[config.mk]
export PLATFORM = sky130hd
export DESIGN_NAME = key_conditioner
export DESIGN_NICKNAME = d
export VERILOG_FILES = /design/src/rtl/key_conditioner.sv
export SDC_FILE = /design/constraint.sdc
export NUM_CORES = 1
export LEC_CHECK = 0
export ABC_AREA = 1
export CELL_PAD_IN_SITES_DETAIL_PLACEMENT = 0
export CELL_PAD_IN_SITES_GLOBAL_PLACEMENT = 2
export CORE_MARGIN = 4
export CORE_UTILIZATION = 36
export DETAILED_ROUTE_END_ITERATION = 8
export PLACE_DENSITY = 0.93
export SKIP_LAST_GASP = 1
export SYNTH_ARGS = -nofsm -noshare
export SYNTH_HDL_FRONTEND = slang
export SYNTH_SLANG_ARGS = --single-unit
[constraint.sdc]
create_clock -name clock_i -period 4.45 [get_ports clock_i]
set_input_delay 0.6675 -clock clock_i [delete_from_list [all_inputs] [get_ports clock_i]]
set_output_delay 0.6675 -clock clock_i [all_outputs]
set_load 0.05 [all_outputs]
[src/rtl/key_conditioner.sv]
// Eight independent key conditioners: 2-flop synchronizer, polarity normalization,
// debounce FSM per key and optional auto-repeat while held.
module key_conditioner #(
  parameter int unsigned DEBOUNCE_CYCLES = 1000000,
  parameter int unsigned REPEAT_DELAY    = 25000000,
  parameter int unsigned REPEAT_PERIOD   = 10000000,
  parameter bit          KEY_ACTIVE_LOW  = 1'b1
) (
  input  logic       clock_i,
  input  logic       rst_ni,
  input  logic [7:0] key_in_i,
  input  logic [7:0] repeat_en_i,
  output logic [7:0] key_level_o,
  output logic [7:0] key_pulse_o
);

  // state      | meaning
  // IDLE       | released, waiting for a pressed sample
  // DB_PRESS   | counting consecutive pressed samples
  // HELD       | accepted press, repeat timer running when enabled
  // DB_RELEASE | counting consecutive released samples
  typedef enum logic [1:0] {IDLE, DB_PRESS, HELD, DB_RELEASE} state_e;

  localparam int unsigned MAX_AB = (DEBOUNCE_CYCLES > REPEAT_DELAY) ? DEBOUNCE_CYCLES : REPEAT_DELAY;
  localparam int unsigned MAX_C  = (MAX_AB > REPEAT_PERIOD) ? MAX_AB : REPEAT_PERIOD;
  localparam int unsigned CW     = $clog2(MAX_C + 1);

  localparam logic [CW-1:0] DB_LIM = CW'(DEBOUNCE_CYCLES);
  localparam logic [CW-1:0] RD_LIM = CW'(REPEAT_DELAY);
  localparam logic [CW-1:0] RP_LIM = CW'(REPEAT_PERIOD);
  localparam logic [CW-1:0] ONE    = CW'(1);
  localparam logic [7:0]    UNPRESSED_RAW = KEY_ACTIVE_LOW ? 8'hFF : 8'h00;
  localparam bit            DB_SINGLE = (DEBOUNCE_CYCLES <= 1);

  logic [7:0] sync1_q, sync2_q;
  logic [7:0] sample;

  always_ff @(posedge clock_i or negedge rst_ni) begin
    if (!rst_ni) begin
      sync1_q <= UNPRESSED_RAW;
      sync2_q <= UNPRESSED_RAW;
    end else begin
      sync1_q <= key_in_i;
      sync2_q <= sync1_q;
    end
  end

  assign sample = KEY_ACTIVE_LOW ? ~sync2_q : sync2_q;

  for (genvar k = 0; k < 8; k++) begin : g_key
    state_e        state_q, state_d;
    logic [CW-1:0] cnt_q, cnt_d, cnt_inc;
    logic          rep_phase_q, rep_phase_d;
    logic          rep_fire;
    logic          level_q, level_d, pulse_q, pulse_d;

    // Saturating increment keeps a stuck counter from ever wrapping into a match.
    assign cnt_inc = (cnt_q == '1) ? cnt_q : cnt_q + ONE;

    always_ff @(posedge clock_i or negedge rst_ni) begin
      if (!rst_ni) begin
        state_q     <= IDLE;
        cnt_q       <= '0;
        rep_phase_q <= 1'b0;
        level_q     <= 1'b0;
        pulse_q     <= 1'b0;
      end else begin
        state_q     <= state_d;
        cnt_q       <= cnt_d;
        rep_phase_q <= rep_phase_d;
        level_q     <= level_d;
        pulse_q     <= pulse_d;
      end
    end

    always_comb begin
      state_d     = state_q;
      cnt_d       = cnt_q;
      rep_phase_d = rep_phase_q;
      rep_fire    = 1'b0;
      case (state_q)
        IDLE: begin
          if (sample[k]) begin
            state_d     = DB_SINGLE ? HELD : DB_PRESS;
            cnt_d       = DB_SINGLE ? '0 : ONE;
            rep_phase_d = 1'b0;
          end
        end
        DB_PRESS: begin
          if (!sample[k]) begin
            state_d = IDLE;
            cnt_d   = '0;
          end else if (cnt_inc >= DB_LIM) begin
            state_d     = HELD;
            cnt_d       = '0;
            rep_phase_d = 1'b0;
          end else begin
            cnt_d = cnt_inc;
          end
        end
        HELD: begin
          rep_phase_d = 1'b0;
          if (!sample[k]) begin
            state_d = DB_SINGLE ? IDLE : DB_RELEASE;
            cnt_d   = DB_SINGLE ? '0 : ONE;
          end else if (!repeat_en_i[k]) begin
            cnt_d = '0;
          end else if (cnt_inc >= (rep_phase_q ? RP_LIM : RD_LIM)) begin
            // First repeat waits REPEAT_DELAY, later ones REPEAT_PERIOD.
            rep_fire    = 1'b1;
            cnt_d       = '0;
            rep_phase_d = 1'b1;
          end else begin
            cnt_d       = cnt_inc;
            rep_phase_d = rep_phase_q;
          end
        end
        DB_RELEASE: begin
          if (sample[k]) begin
            state_d     = HELD;
            cnt_d       = '0;
            rep_phase_d = 1'b0;
          end else if (cnt_inc >= DB_LIM) begin
            state_d = IDLE;
            cnt_d   = '0;
          end else begin
            cnt_d = cnt_inc;
          end
        end
        default: begin
          state_d = IDLE;
          cnt_d   = '0;
        end
      endcase
    end

    always_comb begin
      level_d = (state_d == HELD) || (state_d == DB_RELEASE);
      pulse_d = ((state_q == IDLE || state_q == DB_PRESS) && state_d == HELD) ||
                (state_q == HELD && state_d == HELD && rep_fire);
    end

    assign key_level_o[k] = level_q;
    assign key_pulse_o[k] = pulse_q;
  end

endmodule
==> impl_metrics.yaml <==
timing:
  tns_ns: 0
  period_share_pct: 84.9
  setup_viol: 0
  finalHoldViolCount: 0
  min_period_ns: 3.78
  clock_skew_ns: 0.0124
  max_slew_margin_pct: 23.9
  worst_slew_pin_slew_ns: 1.14
  fmax_mhz: 265
  rsz0062_at_grt: "no"
  slew_viol_final: 0
place:
  dp_hpwl_mm: 46.5
  dpl.cell_count: 4219
  place_area_sq_mm: 0.0233
  portBuffers: 33
  place_congestion: 0.864
logic_synthesis:
  netlist_instances: 3414
  yosysWarnings: 0
  yosysSeqAreaShare_pct: 28.5
  synth_nets: 3592
  postSynthAreaPerCell_sq_um: 6.55
  yosysTopAreaCell: "dfrtp_1"
  synth-async-reset-ratio_pct: 100
  yosysMostFrequentCell: "nand2_1"
  yosysTopAreaCellShare_pct: 26.6
  ys_types: 52
  netlist_area_sq_mm: 0.0223
  ys_top_cells_by_count: "nand2_1 (1171), nand3_1 (412), nor2_1 (400)"
  ys_top_cells_by_area: "dfrtp_1 (27%), nand2_1 (20%), nand3_1 (9.2%)"
  ys_seq_elements: 254
  synthFlopType: "dfrtp_1"
  synth_edf_count: 0
clock_tree:
  cts.sinks: 254
  cts_setup_buffers: 0
  clk_pin_slew_ns: 0.06
  postCtsHoldBufs: 0
  cts_resized: 0
  clk_latency_ns: 0.55
  htreeDepth: 2
  cts_buffers: 36
  cts_root_buf: "clkbuf_16"
  cts_tree: "done"
  clockBufferDepth: 3
setup_path:
  cpPeakStageDelay_ns: 0.45
  critPathMaxFanout: 24
  cp-end-kind: "flip-flop"
  arrival_ns: 4.26
  crit_chain: "ha_1 > nand3_2 > inv_2 > nand2_2 > nor2_4 > nand3_2 > nand2_1 > ha_1 > and3_1 > a211oi_1 > o21ai_0 > nand2_1 > nand2_1 > nand2_1 > nand3_1 > o21ai_4 > buf_4 > nand3_1 > nand2_1"
  cp_slowest_cell: "dfrtp_1"
  cp.required_ns: 4.93
  crit_family: "simple AND/OR/NAND/NOR gates"
  reg2reg_depth: 19
  reg2reg_slack_ns: 0.67
  path_buf_inv: 2
  worst_setup_path_start_kind: "flip-flop"
  reg2reg_from: "g_key[0].cnt_q[0]$_DFFE_PN0P_"
  crit_top_cell: "nand2_1"
  worstReg2RegEnd: "g_key[0].cnt_q[12]$_DFFE_PN0P_"
  critPathKind: "reg -> reg"
grt:
  antenna_found_initial: 0
  grt_overflow: 0
  grt_pass1_wl_mm: 105
  grt_start_max_net_pins: 96
  grt_pass1_vias: 20252
  grt_usage_pct: 18.6
drt:
  wl_mm: 62.0
  dr.pass1.iters: 5
  vias_per_cell: 4.90
  route.vias.total: 20999
  ant_nets: 0
  drt-initial-drc-count: 1268
  wl_per_cell_um: 14.5
  drc: 0
die:
  initial_core_util_pct: 36.3
  coreArea_sq_mm: 0.0616
  die_h_um: 257
  fp-row-count: 91
  die_area_sq_mm: 0.0661
  die_w_um: 257
  ios: 34
final_layout:
  drive_gt1_share_pct: 6.79
  n_fill_cell: 6653
  nets: 3598
  antenna_cells: 0
  area_growth_pct: 10.3
  instances_no_fill: 4283
  design_area_sq_mm: 0.0246
  utilization_pct: 40.0
pwr:
  powerDensity_mw_per_mm2: 368
  ir_worst_vdd_mv: 0.335
  p_comb_share_pct: 34.5
  p_int_uw: 5490
  power.share.clock_pct: 35.2
  seq_power_share_pct: 30.3
  swShare_pct: 39.4
  power_switching_uw: 3580
  leakagePower_uw: 0.0124
run:
  cap_viol_max_count: 0
worst_hold_path:
  hold_class: "in -> async"
run_status:
  status: "complete, no violations"
[final cells by class]
cell class	instances	area (sq um)	area share [%]
clock inverters	13	245	0.995
flip-flops and latches	254	6380	25.9
clock buffers	51	1060	4.30
repair buffers	62	591	2.40
inverters	321	1200	4.89
multi-input cells	2745	14100	57.3
well taps	837	1050	4.25
[cells by family after synthesis]
group / count (synthesis) / synth area share [%]
AO/OA/AOI/OAI: 229 / 6.03
AND/OR/NAND/NOR: 2254 / 44.2
XOR/XNOR: 102 / 4.00
buffers and inverters: 415 / 8.30
adder cells (fa/ha/maj): 160 / 8.96
flip-flops: 254 / 28.5
[placed cells by master, fill, tap and decap left out, types with 17 or more instances in the layout]
cell type / n
nand2_1: 1171
nand3_1: 412
nor2_1: 399
inv_1: 306
dfrtp_1: 238
ha_1: 160
a21oi_1: 89
o21ai_0: 82
nand4_1: 79
xor2_1: 67
nor3_1: 44
nand3b_1: 43
clkbuf_16: 37
xnor2_1: 35
clkdlybuf4s50_1: 32
buf_4: 26
nand2_2: 24
nand3_2: 23
nor2_2: 17
[layer usage]
metal	vias up	global-route usage (%)	part of all wire (%)
met5	-	0	0
met4	0	3.94	1.6
met3	54	1.96	3.1
met2	267	30.8	46
met1	9606	26.4	50
li1	11072	-	-
[worst max-delay path by stage]
stage,from,slack [ns],cells past startpoint,to
detailed placement,g_key[0].cnt_q[0]$_DFFE_PN0P_,0.67,19,g_key[0].cnt_q[12]$_DFFE_PN0P_
CTS,g_key[0].cnt_q[0]$_DFFE_PN0P_,0.67,19,g_key[0].cnt_q[12]$_DFFE_PN0P_
floorplan,g_key[5].cnt_q[0]$_DFFE_PN0P_,1.35,21,g_key[5].cnt_q[3]$_DFFE_PN0P_
global placement,g_key[5].cnt_q[0]$_DFFE_PN0P_,0.72,20,g_key[5].cnt_q[8]$_DFFE_PN0P_
finish,g_key[0].cnt_q[0]$_DFFE_PN0P_,0.67,19,g_key[0].cnt_q[12]$_DFFE_PN0P_
global route,g_key[1].cnt_q[0]$_DFFE_PN0P_,0.23,22,g_key[1].cnt_q[10]$_DFFE_PN0P_
[registers in the layout (all words and copies together) (netlist names)]
name,count
g_key.pulse_q,8
g_key.cnt_q,200
g_key.rep_phase_q,8
g_key.level_q,8
g_key.state_q,14
sync1_q,8
sync2_q,8
[per-stage QoR]
step	hold slack [ns]	total power [uW]	worst slack, ns
after detailed placement	0.347	5930	0.671
final	0.0411	9070	0.670
after global placement	0.346	5940	0.718
after global routing	0.0421	9750	0.234
after floorplan	0.345	5140	1.35
after CTS	0.0192	9240	0.667
[power groups by stage]
stage | sequential [uW] | clock (uW) | combinational [uW]
floorplan | 2720 | 0 | 2420
global placement | 2790 | 0 | 3150
global route | 2780 | 3400 | 3560
finish | 2750 | 3190 | 3130
CTS | 2750 | 3330 | 3160
detailed placement | 2790 | 0 | 3140
Note: power is estimated with default switching activity, not from simulation.
